<file path="config.mk">
export PLATFORM = sky130hd
export DESIGN_NAME = multicycle_control
export DESIGN_NICKNAME = d
export VERILOG_FILES = /design/src/rtl/multicycle_control.sv
export SDC_FILE = /design/constraint.sdc
export NUM_CORES = 1
export LEC_CHECK = 0
export ABC_CLOCK_PERIOD_IN_PS = 1500
export BUFFER_PORTS_ARGS = -buffer_cell sky130_fd_sc_hd__buf_2
export CORE_UTILIZATION = 45
export DETAILED_ROUTE_END_ITERATION = 7
export PLACE_DENSITY = 0.75
export REMOVE_ABC_BUFFERS = 1
export SLEW_MARGIN = 20
export SYNTH_ARGS = -nofsm -noshare
export SYNTH_HDL_FRONTEND = slang
export SYNTH_SLANG_ARGS = --single-unit
export TNS_END_PERCENT = 10
</file>
<file path="constraint.sdc">
create_clock -name clk_i -period 1.5 [get_ports clk_i]
set_input_delay 0.15 -clock clk_i [delete_from_list [all_inputs] [get_ports clk_i]]
set_output_delay 0.15 -clock clk_i [all_outputs]
set_load 0.05 [all_outputs]
</file>
<file path="src/rtl/multicycle_control.sv">
// ---------------------------------------------------------------------------
// multicycle_control
//   Main control FSM of the multicycle RV32I core. Sequences the shared ALU,
//   the unified instruction/data memory port, the instruction register and
//   the register file over several cycles per instruction.
//
// Parameters
//   RESET_STATE_FETCH : 1 = leave reset in FETCH, 0 = leave reset in IDLE
//                       and wait for start_i.
//
// Ports
//   clk_i           in   clock, rising edge
//   rst_ni          in   synchronous active-low reset (forces outputs to 0)
//   start_i         in   IDLE -> FETCH
//   opcode_i[6:0]   in   opcode field of the IR
//   zero_i          in   ALU zero flag (used in BEQ)
//   mem_ready_i     in   memory completes current request this cycle
//   mem_req_o       out  memory request
//   mem_write_o     out  request is a write
//   adr_src_o       out  0 = PC, 1 = ALUOut
//   ir_write_o      out  latch instruction and old PC
//   pc_write_o      out  PC load
//   reg_write_o     out  register file write
//   alu_src_a_o     out  00 = PC, 01 = old PC, 10 = rs1
//   alu_src_b_o     out  00 = rs2, 01 = imm, 10 = const 4
//   alu_op_o        out  00 = ADD, 01 = SUB, 10 = funct decode
//   result_src_o    out  00 = ALUOut, 01 = mem data, 10 = ALU result
//   illegal_instr_o out  one-cycle pulse on unsupported opcode
//   busy_o          out  high in every state except IDLE
//
// Optional feature (macro MC_PERF_COUNTERS_EN)
//   cycle_cnt_o[31:0]   cycles spent outside IDLE
//   instret_cnt_o[31:0] legal instructions retired
// ---------------------------------------------------------------------------
module multicycle_control #(
    parameter int RESET_STATE_FETCH = 1
) (
    input  logic       clk_i,
    input  logic       rst_ni,
    input  logic       start_i,
    input  logic [6:0] opcode_i,
    input  logic       zero_i,
    input  logic       mem_ready_i,
    output logic       mem_req_o,
    output logic       mem_write_o,
    output logic       adr_src_o,
    output logic       ir_write_o,
    output logic       pc_write_o,
    output logic       reg_write_o,
    output logic [1:0] alu_src_a_o,
    output logic [1:0] alu_src_b_o,
    output logic [1:0] alu_op_o,
    output logic [1:0] result_src_o,
    output logic       illegal_instr_o,
    output logic       busy_o
`ifdef MC_PERF_COUNTERS_EN
    ,
    output logic [31:0] cycle_cnt_o,
    output logic [31:0] instret_cnt_o
`endif
);

    typedef enum logic [3:0] {
        S_IDLE    = 4'd0,
        S_FETCH   = 4'd1,
        S_DECODE  = 4'd2,
        S_EXEC_R  = 4'd3,
        S_EXEC_I  = 4'd4,
        S_MEM_ADR = 4'd5,
        S_MEM_RD  = 4'd6,
        S_MEM_WB  = 4'd7,
        S_MEM_WR  = 4'd8,
        S_ALU_WB  = 4'd9,
        S_BEQ     = 4'd10,
        S_JAL     = 4'd11
    } state_t;

    localparam state_t RST_STATE = (RESET_STATE_FETCH != 0) ? S_FETCH : S_IDLE;

    state_t     r_state;
    state_t     w_next;
    logic       r_is_store;

    logic       w_mem_req, w_mem_write, w_adr_src, w_ir_write, w_pc_write;
    logic       w_reg_write, w_illegal, w_busy;
    logic [1:0] w_alu_src_a, w_alu_src_b, w_alu_op, w_result_src;

    always_ff @(posedge clk_i) begin
        if (!rst_ni) begin
            r_state <= RST_STATE;
        end else begin
            r_state <= w_next;
        end
    end

    // Load vs store only differ in opcode bit 5; capture it while the IR
    // opcode is being decoded so MEM_ADR does not depend on opcode_i.
    always_ff @(posedge clk_i) begin
        if (r_state == S_DECODE) begin
            r_is_store <= opcode_i[5];
        end
    end

    always_comb begin
        w_next       = r_state;
        w_mem_req    = 1'b0;
        w_mem_write  = 1'b0;
        w_adr_src    = 1'b0;
        w_ir_write   = 1'b0;
        w_pc_write   = 1'b0;
        w_reg_write  = 1'b0;
        w_alu_src_a  = 2'b00;
        w_alu_src_b  = 2'b00;
        w_alu_op     = 2'b00;
        w_result_src = 2'b00;
        w_illegal    = 1'b0;
        w_busy       = (r_state != S_IDLE);
        case (r_state)
            S_IDLE: begin
                if (start_i) w_next = S_FETCH;
            end
            S_FETCH: begin
                w_mem_req    = 1'b1;
                w_alu_src_b  = 2'b10;
                w_result_src = 2'b10;
                w_ir_write   = mem_ready_i;
                w_pc_write   = mem_ready_i;
                if (mem_ready_i) w_next = S_DECODE;
            end
            S_DECODE: begin
                // ALU precomputes the branch target from old PC + imm.
                w_alu_src_a = 2'b01;
                w_alu_src_b = 2'b01;
                case (opcode_i)
                    7'b0110011:             w_next = S_EXEC_R;
                    7'b0010011:             w_next = S_EXEC_I;
                    7'b0000011, 7'b0100011: w_next = S_MEM_ADR;
                    7'b1100011:             w_next = S_BEQ;
                    7'b1101111:             w_next = S_JAL;
                    default: begin
                        w_illegal = 1'b1;
                        w_next    = S_FETCH;
                    end
                endcase
            end
            S_EXEC_R: begin
                w_alu_src_a = 2'b10;
                w_alu_op    = 2'b10;
                w_next      = S_ALU_WB;
            end
            S_EXEC_I: begin
                w_alu_src_a = 2'b10;
                w_alu_src_b = 2'b01;
                w_alu_op    = 2'b10;
                w_next      = S_ALU_WB;
            end
            S_MEM_ADR: begin
                w_alu_src_a = 2'b10;
                w_alu_src_b = 2'b01;
                w_next      = r_is_store ? S_MEM_WR : S_MEM_RD;
            end
            S_MEM_RD: begin
                w_mem_req = 1'b1;
                w_adr_src = 1'b1;
                if (mem_ready_i) w_next = S_MEM_WB;
            end
            S_MEM_WB: begin
                w_result_src = 2'b01;
                w_reg_write  = 1'b1;
                w_next       = S_FETCH;
            end
            S_MEM_WR: begin
                w_mem_req   = 1'b1;
                w_mem_write = 1'b1;
                w_adr_src   = 1'b1;
                if (mem_ready_i) w_next = S_FETCH;
            end
            S_ALU_WB: begin
                w_reg_write = 1'b1;
                w_next      = S_FETCH;
            end
            S_BEQ: begin
                w_alu_src_a = 2'b10;
                w_alu_op    = 2'b01;
                w_pc_write  = zero_i;
                w_next      = S_FETCH;
            end
            S_JAL: begin
                // ALU computes the link address (old PC + 4) for ALU_WB.
                w_alu_src_a = 2'b01;
                w_alu_src_b = 2'b10;
                w_pc_write  = 1'b1;
                w_next      = S_ALU_WB;
            end
            default: begin
                w_next = S_FETCH;
            end
        endcase
    end

    // Reset masks every output so an abandoned instruction cannot write.
    assign mem_req_o       = rst_ni & w_mem_req;
    assign mem_write_o     = rst_ni & w_mem_write;
    assign adr_src_o       = rst_ni & w_adr_src;
    assign ir_write_o      = rst_ni & w_ir_write;
    assign pc_write_o      = rst_ni & w_pc_write;
    assign reg_write_o     = rst_ni & w_reg_write;
    assign alu_src_a_o     = rst_ni ? w_alu_src_a  : 2'b00;
    assign alu_src_b_o     = rst_ni ? w_alu_src_b  : 2'b00;
    assign alu_op_o        = rst_ni ? w_alu_op     : 2'b00;
    assign result_src_o    = rst_ni ? w_result_src : 2'b00;
    assign illegal_instr_o = rst_ni & w_illegal;
    assign busy_o          = rst_ni & w_busy;

`ifdef MC_PERF_COUNTERS_EN
    logic        w_retire;
    logic [31:0] r_cycle_cnt;
    logic [31:0] r_instret_cnt;

    // Retirement is the last state of a legal instruction heading to FETCH;
    // illegal decode also returns to FETCH but is excluded by state.
    assign w_retire = (w_next == S_FETCH) &&
                      ((r_state == S_MEM_WB) || (r_state == S_ALU_WB) ||
                       (r_state == S_BEQ)    || (r_state == S_MEM_WR));

    always_ff @(posedge clk_i) begin
        if (!rst_ni) begin
            r_cycle_cnt   <= 32'd0;
            r_instret_cnt <= 32'd0;
        end else begin
            if (r_state != S_IDLE) r_cycle_cnt <= r_cycle_cnt + 32'd1;
            if (w_retire) r_instret_cnt <= r_instret_cnt + 32'd1;
        end
    end

    assign cycle_cnt_o   = r_cycle_cnt;
    assign instret_cnt_o = r_instret_cnt;
`endif

endmodule
</file>
Word level (Yosys, flattened, before mapping)
Index checks and enable logic that the tools add are counted.
- flip-flop bits (word level): 5
- input bits: 12
- output and inout port bits: 16
- word-level logic and storage cells: 68
- eq/ne operators: 21
- muxes and demuxes: 23
- bitwise operators: 8
- reductions and logical operators: 14
- operators by type and width (cell ; count):
    $pmux 4 s7 ; 1
    $mux 4 ; 5
    $pmux 4 s5 ; 1
    $eq 4x3->1 const B ; 4
    $eq 4x4->1 const B ; 4
    $pmux 2 s2 ; 4
    $eq 7x6->1 const B ; 2
    $eq 7x7->1 const B ; 2
    $reduce_or 2->1 ; 6
    $reduce_or 3->1 ; 3
    $and 1x1->1 ; 8
    $eq 4x2->1 const B ; 2
    $mux 2 ; 4
    $ne 2x2->1 const B ; 4
    $eq 7x2->1 const B ; 1
    $eq 7x5->1 const B ; 1
    $mux 1 ; 7
    $reduce_or 6->1 ; 1
    $eq 4x1->1 const B ; 1
    $logic_not 4->1 ; 1
    $reduce_and 4->1 ; 1
    $reduce_bool 4->1 ; 1
    $reduce_or 4->1 ; 1
    $pmux 1 s3 ; 1

Logic depth before layout (Yosys ltp)
Gate-level depths: netlist of run 1.
- depth in word-level cells: 5
- depth in mapped cells: 7
- gate-level depth less buffers: 5

Worst setup path after synthesis of run 1
No wires, ideal clock.
- kind: flip-flop to output port
- start: register r_state[2]
- end: output pc_write_o
- arrival: 2.273 ns
- data required time: 1.350 ns
- path slack: -0.923 ns
- cell stages (with the launch flop): 7
- buffers on the path: 2
- cell sequence: dfxtp_1 -> buf_2 -> buf_2 -> nand3b_1 -> nor2_1 -> nor2_1 -> nor2_1
- longest elaborated chain between the ends: 3
- elaborated cells between the ends (all ways): 5
- classes of those cells: eq/ne (3); mux (1); bitwise (1)
- RTL lines (item ; line ; text):
    start: declaration ; 80 ; state_t r_state;
    start signal: assignment ; 92 ; r_state <= w_next;
    $eq 4x4->1 / $eq 4x1->1 (equally long branches) ; 118 ; case (r_state)
    $pmux 1 s3 * ; 118 ;
    $and 1x1->1 * ; 206 ; assign pc_write_o = rst_ni & w_pc_write;
    end: declaration ; 48 ; output logic pc_write_o,
Mark *: on every way between the ends. The rest lies on a longest branch, timed or not.

Worst setup path after layout of run 1
- start: register r_state[2]
- end: output alu_src_a_o[1]
- longest elaborated chain between the ends: 4
- elaborated cells between the ends (all ways): 10
- classes of those cells: eq/ne (6); mux (2); reduce/logical (2)
- RTL lines (item ; line ; text):
    $eq 4x3->1 (tied with other cells) ; 118 ;
    $reduce_or 4->1 (no source line) / $reduce_or 2->1 (equally long branches) ; -- ;
    $pmux 2 s2 * ; 118 ;
    $mux 2 * ; 208 ; assign alu_src_a_o = rst_ni ? w_alu_src_a : 2'b00;
    end: declaration ; 50 ; output logic [1:0] alu_src_a_o,
Marks and branches as above.

==> flow_summary_export.csv, run 1 <==
group,metric,value,unit
logic_synthesis,post-synth-top-area-fraction,11.6,%
drt,routed-via-count,866,
die,die_area,0.00169,sq mm
clock_tree,cts_max_level,1,
timing,hold_slack,140,ps
timing,fin_crit_sh,106,%
die,top_level_i_o_count,28,
global_routing,antenna_found_initial,0,
setup_path,critical_path.max_fanout,14,
setup_path,r2r_start,"r_state[2]",
timing,final_period_minus_worst_setup_slack,1590,ps
clock_tree,postCtsSetupBuffers,0,
outcome,status,"finished, violations left",
setup_path,worst_setup_path_startpoint,"r_state[2]",
timing,max_clock_freq,627,MHz
worst_hold_path,hold_start,"opcode_i[5]",
setup_path,largest_stage_delay_on_the_critical_path,340,ps
global_routing,grt_max_degree,15,
layout,drive_above_1_share,43.6,%
drt,route.final.wire_length,2080,um
layout,layout_nets,146,
drt,viasPerCell,5.85,
timing,transition_at_the_pin_with_the_smallest_max_transition_slack,543,ps
logic_synthesis,synth.distinct_cells,39,
logic_synthesis,synthCells,96,
layout,synthToLayoutAreaGrowth,53.3,%
layout,final.fill_count,105,
setup_path,endpoint_kind,"primary output",
die,die_w,41.1,um
logic_synthesis,syn_area_per_cell,7.17,sq um
placed_design,post-place-cells,144,
setup_path,crit_chain,"buf_12 -> nor2b_4 -> or2b_1 -> o21ai_0 -> and2_1 -> buf_6",
clock_tree,clock-sinks,5,
timing,finalHoldViolCount,0,
clock_tree,clkTransAtPathRegs,50,ps
clock_tree,tritoncts,"built",
clock_tree,cts-root-buf,"sky130_fd_sc_hd__clkbuf_4",
layout,multiInputGateArea,553,sq um
logic_synthesis,post_synth_instance_area,688,sq um
drt,drt-wirelength-per-cell,14.0,um
setup_path,critical_path_arrival,1440,ps
timing,finalWorstSetupSlack,-93.9,ps
pwr,p_leak,0.000468,uW
outcome,violations_in_the_final_reports,"setup timing",
layout,diodes,0,
logic_synthesis,number_of_flops_mapped_to_enable_cells_by_yosys,1,
logic_synthesis,count_of_state_elements_after_synthesis,5,
logic_synthesis,async_flop_share,0,%
clock_tree,cts_buffer_depth,2,
drt,firstDrtPassIters,4,
timing,relSlewSlack,63.5,%
logic_synthesis,synth.area.top_cells,"sky130_fd_sc_hd__dfxtp_1 12%, sky130_fd_sc_hd__nor2_1 7.6%, sky130_fd_sc_hd__nand2b_1 6.4%, sky130_fd_sc_hd__a21oi_1 5.8%, sky130_fd_sc_hd__nor3_2 4.4%",
die,num_rows,13,
placed_design,final_wtd_congestion,0.876,
worst_hold_path,hold_path_class,"input port to register",
pwr,p_per_area,1670,mW/mm^2
drt,iter_0_drt_violations,31,
drt,drc,0,
global_routing,overflow,0,
global_routing,grt_first_pass_wirelength,2960,um
setup_path,cp.required,1350,ps
die,die_height,41.1,um
drt,ant_nets,0,
placed_design,dp_hpwl,1450,um
timing,final.setup_skew,0.935,ps
layout,end_of_flow_core_utilization,77.2,%
setup_path,critPathKind,"register to primary output",
pwr,power,1760,uW
layout,finalNonFillerCells,148,
global_routing,first_global_vias,720,
placed_design,buffer_ports.inserted,27,
timing,final_setup_tns,-406,ps
job,maxCapViolCount,0,
logic_synthesis,synth_top_cell_by_area,"sky130_fd_sc_hd__dfxtp_1",
timing,rsz0062_at_grt,"yes",
setup_path,cpMaxStageDelayCell,"sky130_fd_sc_hd__dfxtp_2",
logic_synthesis,postSynth.topFlopCell,"sky130_fd_sc_hd__dfxtp_1",
pwr,peakVddDrop,0.000983,V
clock_tree,clock_latency,250,ps
clock_tree,cts_made_buffers,3,
logic_synthesis,seq_area_frac_synth,16.0,%
clock_tree,hold_fix_buffer_count_after_cts,0,
die,starting_utilization_of_the_core_area,50.4,%
setup_path,worstSetupStartpointType,"register",
layout,seqCellArea,120,sq um
die,fp.coreArea,0.00137,sq mm
timing,final-max-slew-violation-count,0,
timing,timing.final.setup_violations,9,
logic_synthesis,yosys_warnings,0,
global_routing,gr-usage-all-layers,26.6,%
## logic make-up (layout without fill, tap and decap cells)
| kind of cell | count (synthesis) | in the layout | share of synthesized area [%] |
|---|---|---|---|
| AOI/OAI and AO/OA | 20 | 20 | 20.0 |
| DFF | 5 | 5 | 16.0 |
| xor gates and xnor gates | 2 | 2 | 2.55 |
| buffers and inverters | 9 | 46 | 7.45 |
| and+or+nand+nor | 58 | 58 | 51.1 |
| muxes | 2 | 2 | 2.91 |
## where the power goes
| group | internal, uW | switching [uW] | total (uW) | leakage [uW] |
|---|---|---|---|---|
| logic | 593 | 731 | 1320 | 0.000409 |
| registers | 188 | 88.0 | 276 | 0.0000435 |
| clock network | 101 | 60.7 | 162 | 0.0000150 |
## routing by layer
metal	part of all wire, %	track usage, %
met1	42	30.1
met2	53	52.0
met3	4.7	3.26
met4	0.34	4.84
met5	0	0
## area by class of cell
type                       instances  share of cell area [%]
tap                               15                    1.78
timing repair buffer              42                    31.9
sequential                         5                    11.4
clock buffer                       4                    2.49
multi-input combinational         82                    52.4
## placed cells by master, fill, tap and decap left out, types with 2 or more instances in the layout
cell and n:
sky130_fd_sc_hd__dfxtp_2 2, sky130_fd_sc_hd__dfxtp_4 2, sky130_fd_sc_hd__nand3b_1 3, sky130_fd_sc_hd__nand3_1 2
sky130_fd_sc_hd__buf_6 9, sky130_fd_sc_hd__and3_1 2, sky130_fd_sc_hd__nor2_1 13, sky130_fd_sc_hd__a21oi_2 2
sky130_fd_sc_hd__a32oi_1 2, sky130_fd_sc_hd__or3b_1 2, sky130_fd_sc_hd__nor3_1 2, sky130_fd_sc_hd__and2_1 3
sky130_fd_sc_hd__nor4_1 2, sky130_fd_sc_hd__buf_4 17, sky130_fd_sc_hd__nand2_1 7, sky130_fd_sc_hd__nor2b_1 3
sky130_fd_sc_hd__xnor2_1 2, sky130_fd_sc_hd__nand2b_1 7, sky130_fd_sc_hd__buf_2 13, sky130_fd_sc_hd__nor3_2 2
sky130_fd_sc_hd__o21ai_0 2, sky130_fd_sc_hd__clkbuf_4 4, sky130_fd_sc_hd__a21oi_1 6, sky130_fd_sc_hd__mux2i_1 2
## what timing repair did
action | CTS | global route
gates resized for setup | 30 | 10
setup endpoints to repair | 17 | 15
pin swaps | 3 | 1
## flip-flops by register name, indices dropped and copies added, names as in the netlist
name / flops
r_state: 4
r_is_store: 1
## stage by stage
step | setup slack [ps] | instance area (sq um)
global placement | -17.1 | 916
finish | -93.9 | 1050
global route | -188 | 1050
floorplan | -929 | 637
detailed placement | -46.2 | 916
CTS | -97.6 | 1030
## worst paths after layout
kind,to,slack [ps],depth (start not counted)
max,alu_src_a_o[1],-90,6
min,r_is_store,140,1
max reg2reg,r_state[0],60,6
min reg2reg,r_state[1],660,3
## worst max-delay path, delay by kind of cell, from the launching register on
kind	cells	cell delay (ps)
AOI/OAI and AO/OA	1	60
and+or+nand+nor	3	500
DFF	1	340
buffers and inverters	2	300
## cell usage after synthesis, types with 2 or more instances
library cell,instances
sky130_fd_sc_hd__a21oi_1,8
sky130_fd_sc_hd__a32oi_1,2
sky130_fd_sc_hd__and2_1,3
sky130_fd_sc_hd__and3_1,2
sky130_fd_sc_hd__buf_2,5
sky130_fd_sc_hd__clkbuf_1,2
sky130_fd_sc_hd__dfxtp_1,4
sky130_fd_sc_hd__mux2i_1,2
sky130_fd_sc_hd__nand2_1,7
sky130_fd_sc_hd__nand2b_1,7
sky130_fd_sc_hd__nand3_1,2
sky130_fd_sc_hd__nand3b_1,3
sky130_fd_sc_hd__nor2_1,14
sky130_fd_sc_hd__nor2b_1,3
sky130_fd_sc_hd__nor3_1,2
sky130_fd_sc_hd__nor3_2,3
sky130_fd_sc_hd__nor4_1,2
sky130_fd_sc_hd__o21ai_0,2
sky130_fd_sc_hd__or3b_1,2
sky130_fd_sc_hd__xnor2_1,2
(Power assumes the default switching activity.)
==> run 2: changes to the inputs <==
PLACE_DENSITY = 0.84   (was 0.75)
==> flow_summary_export.csv, run 2 (synthesis gave the netlist of run 1 again) <==
group,metric,value,unit
timing,final_period_minus_worst_setup_slack,1650,ps
setup_path,largest_stage_delay_on_the_critical_path,330,ps
clock_tree,tritoncts,"built",
layout,max_flop_register,"r_state",
clock_tree,clock-sinks,5,
timing,finalHoldViolCount,0,
setup_path,r2r_start,"r_state[1]",
global_routing,grt_max_degree,15,
setup_path,critical_path_arrival,1500,ps
setup_path,worst_setup_path_startpoint,"r_state[2]",
timing,fin_crit_sh,110,%
timing,final.setup_skew,9.09,ps
pwr,peakVddDrop,0.00108,V
timing,transition_at_the_pin_with_the_smallest_max_transition_slack,494,ps
drt,firstDrtPassIters,5,
die,die_w,41.1,um
timing,hold_slack,141,ps
setup_path,endpoint,"alu_src_a_o[1]",
setup_path,r2r_setup_slack,-60,ps
setup_path,critical_path.max_fanout,5,
die,num_rows,13,
layout,largest_register_ff_count,4,
setup_path,endpoint_kind,"primary output",
drt,drc,0,
layout,synthToLayoutAreaGrowth,63.3,%
timing,final-max-slew-violation-count,0,
clock_tree,hold_fix_buffer_count_after_cts,0,
setup_path,crit_chain,"buf_12 -> nor2b_4 -> or2b_1 -> o21ai_1 -> and2_1 -> buf_6",
global_routing,grt_first_pass_wirelength,3350,um
die,starting_utilization_of_the_core_area,50.4,%
placed_design,final_wtd_congestion,0.845,
setup_path,worstSetupStartpointType,"register",
setup_path,worstRegToRegCells,7,
timing,max_clock_freq,605,MHz
worst_hold_path,hold_path_class,"input port to register",
placed_design,pre_cts_slack,-24.6,ps
clock_tree,cts_buffer_depth,2,
layout,layout_nets,151,
global_routing,antenna_found_initial,0,
outcome,violations_in_the_final_reports,"setup timing",
die,die_height,41.1,um
pwr,p_per_area,1700,mW/mm^2
job,maxCapViolCount,0,
clock_tree,cts_made_buffers,3,
clock_tree,cts_max_level,1,
layout,leading_cell_type_in_the_layout_fill_and_taps_excluded,"sky130_fd_sc_hd__buf_4",
drt,route.final.wire_length,2380,um
timing,finalWorstSetupSlack,-154,ps
global_routing,gr-usage-all-layers,30.3,%
drt,drt-wirelength-per-cell,15.6,um
die,fp.coreArea,0.00137,sq mm
timing,rsz0062_at_grt,"yes",
setup_path,critical_path.reg2reg.endpoint,"r_state[1]",
layout,diodes,0,
setup_path,cp.required,1350,ps
drt,ant_nets,0,
clock_tree,cts-root-buf,"sky130_fd_sc_hd__clkbuf_4",
drt,routed-via-count,905,
die,top_level_i_o_count,28,
drt,iter_0_drt_violations,26,
global_routing,overflow,0,
clock_tree,clkTransAtPathRegs,40,ps
placed_design,buffer_ports.inserted,27,
timing,relSlewSlack,66.7,%
layout,drive_above_1_share,46.4,%
die,die_area,0.00169,sq mm
setup_path,cpMaxStageDelayCell,"sky130_fd_sc_hd__dfxtp_2",
layout,most-common-layout-cells,"20 x sky130_fd_sc_hd__buf_4, 14 x sky130_fd_sc_hd__buf_6, 12 x sky130_fd_sc_hd__nor2_1, 11 x sky130_fd_sc_hd__buf_2",
global_routing,first_global_vias,842,
setup_path,critPathKind,"register to primary output",
pwr,p_leak,0.000494,uW
drt,viasPerCell,5.92,
clock_tree,clock_latency,250,ps
outcome,status,"finished, violations left",
layout,largestRegisters,"r_state (4), r_is_store (1)",
placed_design,dp_hpwl,1560,um
timing,timing.final.setup_violations,9,
==> run 2: worst max-delay path, delay by kind of cell (launching register included) <==
| kind | cells | cell delay (ps) |
|---|---|---|
| buf+inv | 2 | 290 |
| compound gates | 1 | 90 |
| flops | 1 | 330 |
| simple gates | 3 | 530 |
==> run 2: worst min-delay path by stage <==
stage	start	end	slack, ps	cells after the start
after global placement	opcode_i[5]	r_is_store	380	1
after CTS	opcode_i[5]	r_is_store	130	1
after floorplan	rst_ni	r_state[0]	250	1
after global routing	opcode_i[5]	r_is_store	140	1
after detailed placement	opcode_i[5]	r_is_store	390	1
final	opcode_i[5]	r_is_store	140	1
==> run 2: final cells by class <==
cell class	count	area (sq um)
Clock buffer	4	26.3
Multi-Input combinational cell	82	566
Tap cell	15	18.8
Timing Repair Buffer	47	390
Fill cell	101	243
Sequential cell	5	123
==> run 2: what timing repair did <==
item / 4_1_cts / 5_1_grt
endpoints found under the setup margin: 17 / 18
buffers inserted: 5 / 0
gates resized for setup: 35 / 17
pin swaps: 7 / 2
==> run 2: power breakdown <==
part           total [uW]  internal, uW  leakage, uW  switching [uW]
combinational        1450           672     0.000435             783
clock                 167           101    0.0000150            66.0
sequential            293           193    0.0000439            99.8
==> run 2: per-stage QoR <==
stage / util [%] / instances / TNS (ps) / total power (uW) / instance area, sq um
after floorplan: - / 87 / -4080 / 1020 / 637
after global placement: 67.0 / 144 / 0 / 1360 / 916
after detailed placement: 67.0 / 144 / -46.2 / 1400 / 916
after CTS: 79.9 / 153 / -498 / 1850 / 1090
after global routing: 82.2 / 153 / -1340 / 2010 / 1120
final: 82.2 / 153 / -619 / 1910 / 1120
==> run 2: routing by layer <==
layer | routed length (um) | vias to the layer above | global-route usage, %
met4 | 29 | 0 | 17.7
met2 | 1380 | 53 | 59.8
met3 | 105 | 4 | 1.63
met5 | 0 | - | 0
li1 | - | 428 | -
met1 | 870 | 420 | 30.4
==> run 3: changes to the inputs <==
==> constraint.sdc (replaced) <==
create_clock -name clk_i -period 1.5 [get_ports clk_i]
set_input_delay 0.075 -clock clk_i [delete_from_list [all_inputs] [get_ports clk_i]]
set_output_delay 0.075 -clock clk_i [all_outputs]
set_load 0.05 [all_outputs]
==> flow_summary_export.csv, run 3 (synthesis gave the netlist of run 1 again) <==
group,metric,value,unit
setup_path,critical_path.n_buffers_inverters,3,
layout,max_flop_register,"r_state",
job,maxCapViolCount,0,
worst_hold_path,hold_path_end,"r_is_store",
clock_tree,hold_fix_buffer_count_after_cts,0,
clock_tree,clock-sinks,5,
pwr,pwr-share-clk,8.7,%
setup_path,critical_path.max_fanout,6,
drt,iter_0_drt_violations,22,
die,die_height,41.1,um
worst_hold_path,hold-path-cell-count,1,
layout,largest_register_ff_count,4,
placed_design,dp_hpwl,1540,um
drt,viasPerCell,5.79,
die,die_w,41.1,um
clock_tree,cts_buffer_depth,2,
setup_path,cpMaxStageDelayCell,"sky130_fd_sc_hd__dfxtp_4",
global_routing,overflow,0,
global_routing,gr-usage-all-layers,28.2,%
drt,routed-via-count,897,
timing,transition_at_the_pin_with_the_smallest_max_transition_slack,495,ps
drt,route.final.wire_length,2400,um
timing,final_period_minus_worst_setup_slack,1600,ps
timing,rsz0062_at_grt,"yes",
placed_design,placement.cell_area,896,sq um
pwr,p_per_area,1720,mW/mm^2
layout,final.fill_count,95,
drt,drt-wirelength-per-cell,15.5,um
clock_tree,clkTransAtPathRegs,50,ps
layout,most-common-layout-cells,"19 x sky130_fd_sc_hd__buf_4, 18 x sky130_fd_sc_hd__buf_2, 10 x sky130_fd_sc_hd__nor2_1, 10 x sky130_fd_sc_hd__buf_6, 7 x sky130_fd_sc_hd__a21oi_1",
die,fp.coreArea,0.00137,sq mm
die,top_level_i_o_count,28,
layout,largestRegisters,"r_state (4), r_is_store (1)",
pwr,sw_frac_of_total,50.4,%
pwr,combinational_power_share,77.9,%
clock_tree,cts_max_level,1,
global_routing,first_global_vias,795,
worst_hold_path,hold_start,"opcode_i[5]",
pwr,p_int,954,uW
timing,fin_crit_sh,107,%
clock_tree,cts_made_buffers,3,
setup_path,critical_path.reg2reg.endpoint,"r_state[1]",
setup_path,critPathKind,"register to primary output",
placed_design,pre_cts_slack,-27.2,ps
setup_path,cp.required,1420,ps
setup_path,largest_stage_delay_on_the_critical_path,370,ps
outcome,status,"finished, violations left",
clock_tree,clock_latency,260,ps
outcome,violations_in_the_final_reports,"setup timing",
layout,drive_above_1_share,50.7,%
die,starting_utilization_of_the_core_area,50.4,%
timing,timing.final.setup_violations,11,
layout,layout_nets,153,
global_routing,antenna_found_initial,0,
timing,final.setup_skew,4.43,ps
timing,finalWorstSetupSlack,-104,ps
setup_path,path_common_cell,"sky130_fd_sc_hd__buf_4",
setup_path,crit_chain,"buf_4 -> buf_4 -> nor3_4 -> and4b_1 -> buf_6",
layout,synthToLayoutAreaGrowth,62.7,%
die,die_area,0.00169,sq mm
setup_path,worst_path_dominant_cell_family,"buffers and inverters",
timing,final-max-slew-violation-count,0,
placed_design,final_wtd_congestion,0.877,
placed_design,buffer_ports.inserted,27,
global_routing,grt_max_degree,18,
layout,leading_cell_type_in_the_layout_fill_and_taps_excluded,"sky130_fd_sc_hd__buf_4",
setup_path,r2r_setup_slack,50,ps
drt,firstDrtPassIters,4,
setup_path,worstRegToRegCells,5,
layout,multiInputGateArea,584,sq um
worst_hold_path,hold_path_class,"input port to register",
clock_tree,cts-root-buf,"sky130_fd_sc_hd__clkbuf_4",
die,num_rows,13,
clock_tree,tritoncts,"built",
drt,drc,0,
global_routing,grt_first_pass_wirelength,3150,um
pwr,power_frac_seq,13.4,%
setup_path,r2r_start,"r_state[3]",
drt,ant_nets,0,
layout,fin_area,0.00112,sq mm
pwr,peakVddDrop,0.00104,V
pwr,p_leak,0.000507,uW
setup_path,worstSetupStartpointType,"register",
setup_path,critical_path_arrival,1530,ps
timing,finalHoldViolCount,0,
setup_path,endpoint_kind,"primary output",
layout,diodes,0,
layout,seqCellArea,123,sq um
timing,relSlewSlack,66.7,%
timing,max_clock_freq,624,MHz
pwr,net-switching-power,971,uW
run 3: cell types whose count changed in the layout (fill, tap and decap cells not counted), moves of 2 or more:
cell,previous run,this run
sky130_fd_sc_hd__buf_2,11,18
sky130_fd_sc_hd__buf_6,14,10
sky130_fd_sc_hd__nor2_1,12,10
sky130_fd_sc_hd__nor2_2,1,3
sky130_fd_sc_hd__nor2b_1,3,1
run 3: how the worst max path moves through the flow:
| stage | start | end | slack (ps) | cells past startpoint |
|---|---|---|---|---|
| floorplan | r_state[3] | pc_write_o | -850 | 5 |
| global placement | r_state[3] | pc_write_o | -4 | 6 |
| detailed placement | r_state[3] | pc_write_o | -30 | 6 |
| CTS | r_state[2] | adr_src_o | -40 | 5 |
| global route | r_state[3] | pc_write_o | -150 | 7 |
| finish | r_state[3] | illegal_instr_o | -100 | 5 |
run 3: power by group through the flow:
stage	clock, uW	combinational [uW]	sequential, uW
global route	173	1580	265
finish	168	1500	258
detailed placement	0	1140	250
floorplan	0	732	285
CTS	173	1210	258
global placement	0	1120	244
run 3: timing repair:
item,4_1_cts,5_1_grt
gates cloned,0,0
setup buffers,0,8
pin swaps,1,5
gates resized for setup,19,28
endpoints found under the setup margin,14,12
run 3: area by class of cell:
type / instances / area share, %
well taps: 15 / 1.68
flip-flops and latches: 5 / 10.9
repair buffers: 49 / 32.8
multi-input cells: 82 / 52.2
clock buffers: 4 / 2.35
run 3: per-layer routing:
layer	track usage (%)	wire length [um]
met2	57.0	1330
met3	1.63	103
met5	0	0
met1	29.0	901
met4	11.3	72
run 3: per-stage QoR:
stage	hold slack [ps]	utilization [%]	std cells	power, uW	setup TNS (ps)
floorplan	174	-	87	1020	-3170
global placement	304	65.6	143	1360	-3.50
detailed placement	307	65.6	143	1390	-46.6
CTS	42.2	71.0	147	1640	-104
global route	55.7	82.0	155	2010	-1060
finish	54.2	82.0	155	1930	-461
